### src/rtl/dmem_arbiter.sv
// Two-port arbiter for the shared single-port 256x8 data memory.
// Port 0 has fixed priority; port 1 is forced through after STARVE_LIMIT contended losses.
module dmem_arbiter_rsp (
  input  logic       clk,
  input  logic       reset,
  input  logic       take,
  input  logic [7:0] mem_rdata,
  output logic       rvalid,
  output logic [7:0] rdata
);
  logic vld_q;

  always_ff @(posedge clk) begin
    if (!reset) begin
      vld_q <= 1'b0;
      rdata <= 8'h00;
    end else begin
      vld_q <= take;
      if (take) rdata <= mem_rdata;
    end
  end

  // A response in flight when reset asserts must never be seen by the requester.
  assign rvalid = vld_q & reset;
endmodule

module dmem_arbiter #(
  parameter int STARVE_LIMIT = 4
) (
  input  logic       clk,
  input  logic       reset,
  input  logic       p0_req,
  input  logic       p0_we,
  input  logic [7:0] p0_addr,
  input  logic [7:0] p0_wdata,
  output logic       p0_gnt,
  output logic       p0_rvalid,
  output logic [7:0] p0_rdata,
  input  logic       p1_req,
  input  logic       p1_we,
  input  logic [7:0] p1_addr,
  input  logic [7:0] p1_wdata,
  output logic       p1_gnt,
  output logic       p1_rvalid,
  output logic [7:0] p1_rdata,
  output logic       mem_we,
  output logic [7:0] mem_addr,
  output logic [7:0] mem_wdata,
  input  logic [7:0] mem_rdata
);
  localparam int NUM_PORTS = 2;

  typedef struct packed {
    logic       we;
    logic [7:0] addr;
    logic [7:0] wdata;
  } req_t;

  logic [NUM_PORTS-1:0]      req, gnt, take, rvalid;
  req_t [NUM_PORTS-1:0]      rq;
  logic [NUM_PORTS-1:0][7:0] rdata;
  logic [3:0]                starve_cnt;
  logic                      starved;

  assign req   = {p1_req, p0_req};
  assign rq[0] = '{we: p0_we, addr: p0_addr, wdata: p0_wdata};
  assign rq[1] = '{we: p1_we, addr: p1_addr, wdata: p1_wdata};

  assign starved = (starve_cnt == 4'(STARVE_LIMIT));

  always_comb begin
    gnt = '0;
    if (reset) begin
      if (req[0] && !(req[1] && starved)) gnt[0] = 1'b1;
      else if (req[1])                    gnt[1] = 1'b1;
    end
  end

  always_comb begin
    mem_we    = 1'b0;
    mem_addr  = 8'h00;
    mem_wdata = 8'h00;
    for (int i = 0; i < NUM_PORTS; i++) begin
      if (gnt[i]) begin
        mem_we    = rq[i].we;
        mem_addr  = rq[i].addr;
        mem_wdata = rq[i].wdata;
      end
    end
  end

  // Counts consecutive port 0 wins while port 1 waits; any break in the wait clears it.
  always_ff @(posedge clk) begin
    if (!reset)                 starve_cnt <= 4'd0;
    else if (gnt[0] && req[1])  starve_cnt <= starved ? starve_cnt : starve_cnt + 4'd1;
    else                        starve_cnt <= 4'd0;
  end

  for (genvar i = 0; i < NUM_PORTS; i++) begin : g_port
    assign take[i] = gnt[i] & ~rq[i].we;
    dmem_arbiter_rsp u_rsp (
      .clk       (clk),
      .reset     (reset),
      .take      (take[i]),
      .mem_rdata (mem_rdata),
      .rvalid    (rvalid[i]),
      .rdata     (rdata[i])
    );
  end

  assign p0_gnt    = gnt[0];
  assign p1_gnt    = gnt[1];
  assign p0_rvalid = rvalid[0];
  assign p1_rvalid = rvalid[1];
  assign p0_rdata  = rdata[0];
  assign p1_rdata  = rdata[1];
endmodule

### config.mk
export PLATFORM = sky130hd
export DESIGN_NAME = dmem_arbiter
export DESIGN_NICKNAME = d
export VERILOG_FILES = /design/src/rtl/dmem_arbiter.sv
export SDC_FILE = /design/constraint.sdc
export NUM_CORES = 1
export LEC_CHECK = 0
export CAP_MARGIN = 20
export CORE_ASPECT_RATIO = 0.75
export CORE_UTILIZATION = 30
export CTS_CLUSTER_DIAMETER = 120
export DETAILED_ROUTE_END_ITERATION = 16
export PLACE_DENSITY_LB_ADDON = 0.05
export SLEW_MARGIN = 20
export SYNTH_ARGS = -nofsm -noshare
export SYNTH_HDL_FRONTEND = slang
export SYNTH_HIERARCHICAL = 1
export SYNTH_SLANG_ARGS = --single-unit
### constraint.sdc
create_clock -name clk -period 1.8 [get_ports clk]
set_input_delay 0.36 -clock clk [delete_from_list [all_inputs] [get_ports clk]]
set_output_delay 0.36 -clock clk [all_outputs]
set_load 0.02 [all_outputs]
### After elaboration in Yosys (flattened, before gate mapping)

Index checks and enable logic that the tools add are counted.

* reduce and logical (&&, ||, !) cells: 5
* multiplexer cells: 10
* equal/unequal tests: 1
* $add $sub $neg: 1
* bitwise operators: 6

Operator list (number)
* $mux 8: 4
* $mux 1: 5
* $add 4x1->4 const B: 1
* $and 1x1->1: 4
* $eq 4x3->1 const B: 1
* $logic_and 1x1->1: 3
* $mux 2: 1
* $not 1->1: 2
* $reduce_and 2->1: 1
* $logic_not 1->1: 1

* input bits: 46
* output and inout bits: 37
* register bits after elaboration: 22
* word-level logic and storage cells: 28

### Logic depth before layout (Yosys ltp)

* word-level depth: 8
* gate-level depth with buffers: 9
* mapped depth without buffers: 7

### Modules after synthesis

Netlist, hierarchy kept.

By module, submodules not included
* dmem_arbiter_rsp: instances 2, cells an instance 28, area each 335.3 µm², sequential area each 180.2 µm²
* dmem_arbiter: instances 1, cells an instance 47, area each 429.2 µm², sequential area each 80.1 µm²

### Least setup slack after synthesis

No wires, ideal clock.

* path kind: reg2reg
* start: register starve_cnt[0]
* end: register g_port[0].u_rsp.rdata[0]
* arrival time: 1.762 ns
* data required time: 1.684 ns
* library setup time: 0.116 ns
* setup slack: -0.078 ns
* cell stages (with the launch flop): 10
* period minus slack after synthesis: 1.878 ns
* path buffers: 2
* path through: dfxtp_1 -> inv_1 -> ha_1 -> and2b_4 -> a31oi_4 -> buf_6 -> and2b_1 -> buf_6 -> mux2i_1 -> nor2b_1

* cells in the longest elaborated chain, start to end: 7

RTL lines
* from (decl): line 62 `logic [3:0] starve_cnt;`
* from (signal assigned): line 95 `else if (gnt[0] && req[1]) starve_cnt <= starved ? starve_cnt : starve_cnt + 4'd1;`
* $eq 4x3->1: line 69 `assign starved = (starve_cnt == 4'(STARVE_LIMIT));`
* $logic_and 1x1->1: line 74 `if (req[0] && !(req[1] && starved)) gnt[0] = 1'b1;`
* $logic_not 1->1: line 74
* $logic_and 1x1->1: line 74
* $mux 1: line 74
* $mux 2: line 73 `if (reset) begin`
* named net p0_gnt: line 36 `output logic p0_gnt,`
* $and 1x1->1: line 100 `assign take[i] = gnt[i] & ~rq[i].we;`
* named net take[0]: line 59 `logic [NUM_PORTS-1:0] req, gnt, take, rvalid;`
* to (signal assigned): line 19 `if (take) rdata <= mem_rdata;`
* to (decl): line 9 `output logic [7:0] rdata`

The timed path passes the listed nets, and every way through them passes these cells.
A chain may end at the register's enable or synchronous reset.

### Worst setup path in the final report

* start: register starve_cnt[0]
* end: output port mem_addr[5]

* cells in the longest elaborated chain, start to end: 8
* elaborated cells between the ends (all ways): 9
* classes of those cells: 1 x eq/ne; 5 x mux; 3 x reduce/logical

RTL lines
* $eq 4x3->1 *: line 69
* $logic_and 1x1->1 *: line 74
* $logic_not 1->1 *: line 74
* $logic_and 1x1->1 *: line 74
* $mux 1: line 74
* $mux 2 *: line 73
* $mux 8: line 84 `if (gnt[i]) begin`
* $mux 8 *: line 84
* to (decl): line 47 `output logic [7:0] mem_addr,`

Mark *: on every way between the ends. The rest lies on a longest branch, timed or not.

==> results.toml <==
[outcome]
outcome = "complete, but fails checks"
violations = "setup timing"

[cts]
clock-root-buffer = "clkbuf_8"
path_clk_slew_ns = 0.08
cts_sinks = 22
clk_latency_ns = 0.26
ctsHoldBuffers = 0
clk_path_buf_depth = 2
cts_tree = "built"
htree_levels = 1
numCtsBuffers = 3

[sta]
slew_headroom_pct = 84.5
clock.fmax_mhz = 503
fin_tns_setup_ns = -3.06
hold_viol = 0
rsz0062_at_grt = "true"
period_minus_slack_ns = 1.99
setup_viol = 23
worstMarginPinSlew_ns = 0.232
fin_crit_sh_pct = 111
holdWs_ns = 0.521
slew_violations = 0
worst_slack_ns = -0.190
fin_skew_ns = 0.00421

[power_and_ir_drop]
leakage_uw = 0.000883
powerDensity_mw_per_mm2 = 539
ir_drop_mv = 0.475

[route]
top_layer = "met4"
first_pass_iters = 4
drt_wl_total_um = 3280
viasPerCell = 4.48
drt-met1-wl_um = 1320
post_drt_wl_per_cell_um = 13.1
drc = 0
drtAntennaViolNets = 0
wl_met2_um = 1830
first_iter_violations = 26
dr_wl_met3_um = 103
vias = 1119

[floorplanning]
ioPinCount = 83
rows = 18
initial_core_util_pct = 32.3
die_y_um = 54.4
die_area_sq_mm = 0.00391
core_area_sq_mm = 0.00340
die_x_um = 71.9

[synthesis]
synth_warnings = 6
syn_nets = 151
synth.area.top_cells = "dfxtp_1 40%, mux2i_1 15%, a22o_1 11%, nor2b_1 9.1%, buf_6 3.1%"
synth_cells = 103
syn_avg_cell_area_sq_um = 10.7
yosys.area.top_type = "dfxtp_1"
synth_top_area_share_pct = 40.0
ys_ff_latch = 22
synth_area_sq_mm = 0.00110
synth.distinct_cells = 21
seq_area_frac_synth_pct = 40.0

[global_routing]
grt_max_degree = 21
track_usage_pct = 17.0
grt_pass1_wl_um = 5040
overflow = 0
antenna_found_initial = 0
grt_pass1_vias = 1114

[finish]
final_common_cell = "clkdlybuf4s50_1"
final_cell_mix = "59 x clkdlybuf4s50_1, 20 x dfxtp_1, 19 x buf_6"
diodes = 0
nets = 249
area_delta_synth_final_pct = 103
final_core_util_pct = 65.5
drive_above_1_share_pct = 26.5

[placement]
io_buffers = 82
gp_congestion = 0.684
post-dp-hpwl_um = 2510

[worst_setup_path]
rr_worst_depth = 9
cp-startpoint = "starve_cnt[0]$_SDFFE_PN0P_"
r2r-end = "g_port[0].u_rsp/rdata[6]$_SDFFE_PN0P_"
crit_path_end = "mem_addr[5]"
path_max_fanout = 5
r2r_slack_ns = -0.03
end_kind = "output port"
cp.arrival_ns = 1.63
worstPathRequired_ns = 1.44
critical_path_class = "reg2out"
reg2reg_from = "starve_cnt[0]$_SDFFE_PN0P_"
start_kind = "register"

[worst_hold_path]
hp-class = "reg2reg"
min_path_cells = 2

[flow_run]
cap_violations = 0
logic make-up (layout without fill, tap and decap cells):
family	after synthesis	after routing	share of synthesized area (%)
AND/OR/NAND/NOR	36	36	19.5
AO/OA/AOI/OAI	19	19	17.3
flip-flops	22	22	40.0
adder cells (fa/ha/maj)	2	2	2.27
multiplexers	17	17	15.5
buffers and inverters	7	104	5.46
Yosys cell counts, drive strengths merged:
library cell,number
a21oi,1
a22o,17
a31oi,1
and2,4
and2b,3
buf,4
dfxtp,22
ha,2
inv,3
mux2i,17
nand2,3
nand3,1
nand3b,1
nand4,1
nor2,6
nor2b,16
nor3,1
metal layers:
layer | vias to the layer above | global-route usage, %
li1 | 561 | -
met1 | 533 | 19.5
met2 | 21 | 32.4
met3 | 4 | 4.60
met4 | 0 | 3.59
met5 | - | 0
cell type report:
type / instances / area, sq um
sequential: 22 / 443
clock buffer: 4 / 55.1
inverter: 3 / 11.3
fill: 261 / 1170
multi-input combinational: 74 / 636
tap: 50 / 62.6
timing repair buffer: 97 / 1020
worst max-delay path, stage by stage (launching register included):
cell and delay, ns:
dfxtp_2 0.34, inv_2 0.04, ha_4 0.16, and2b_4 0.17
a31oi_4 0.22, buf_6 0.15, a22o_1 0.17, buf_6 0.12
timing repair:
action,4_1_cts,5_1_grt
setup buffers,2,0
endpoints found under the setup margin,22,27
resized for setup,122,6
pin swaps,9,2
cloned,2,1
worst min path at each step:
stage / start / endpoint / slack (ns)
3_5_place_dp: starve_cnt[0]$_SDFFE_PN0P_ / starve_cnt[0]$_SDFFE_PN0P_ / 0.49
6_report: g_port[1].u_rsp/rdata[1]$_SDFFE_PN0P_ / g_port[1].u_rsp/rdata[1]$_SDFFE_PN0P_ / 0.52
4_1_cts: starve_cnt[0]$_SDFFE_PN0P_ / starve_cnt[0]$_SDFFE_PN0P_ / 0.52
5_1_grt: starve_cnt[0]$_SDFFE_PN0P_ / starve_cnt[0]$_SDFFE_PN0P_ / 0.56
2_1_floorplan: starve_cnt[0]$_SDFFE_PN0P_ / starve_cnt[0]$_SDFFE_PN0P_ / 0.41
3_3_place_gp: starve_cnt[0]$_SDFFE_PN0P_ / starve_cnt[0]$_SDFFE_PN0P_ / 0.49
flip-flops by register name, summed over array words and instances, names as in the netlist:
register and flops:
g_port.u_rsp/vld_q 2, starve_cnt 4, g_port.u_rsp/rdata 16
report_power, final:
group	internal [uW]	switching (uW)
logic	217	133
clock network	195	151
registers	499	5.73
total	911	290
per-stage QoR:
step / instance area (sq um) / total power [uW] / worst slack [ns] / instances
after global routing: 2230 / 1260 / -0.277 / 250
after detailed placement: 2070 / 842 / -0.662 / 242
after floorplan: 1100 / 641 / 0.0104 / 103
after CTS: 2230 / 1220 / -0.256 / 250
final: 2230 / 1200 / -0.190 / 250
after global placement: 2070 / 836 / -0.637 / 242
(Power assumes the default switching activity.)
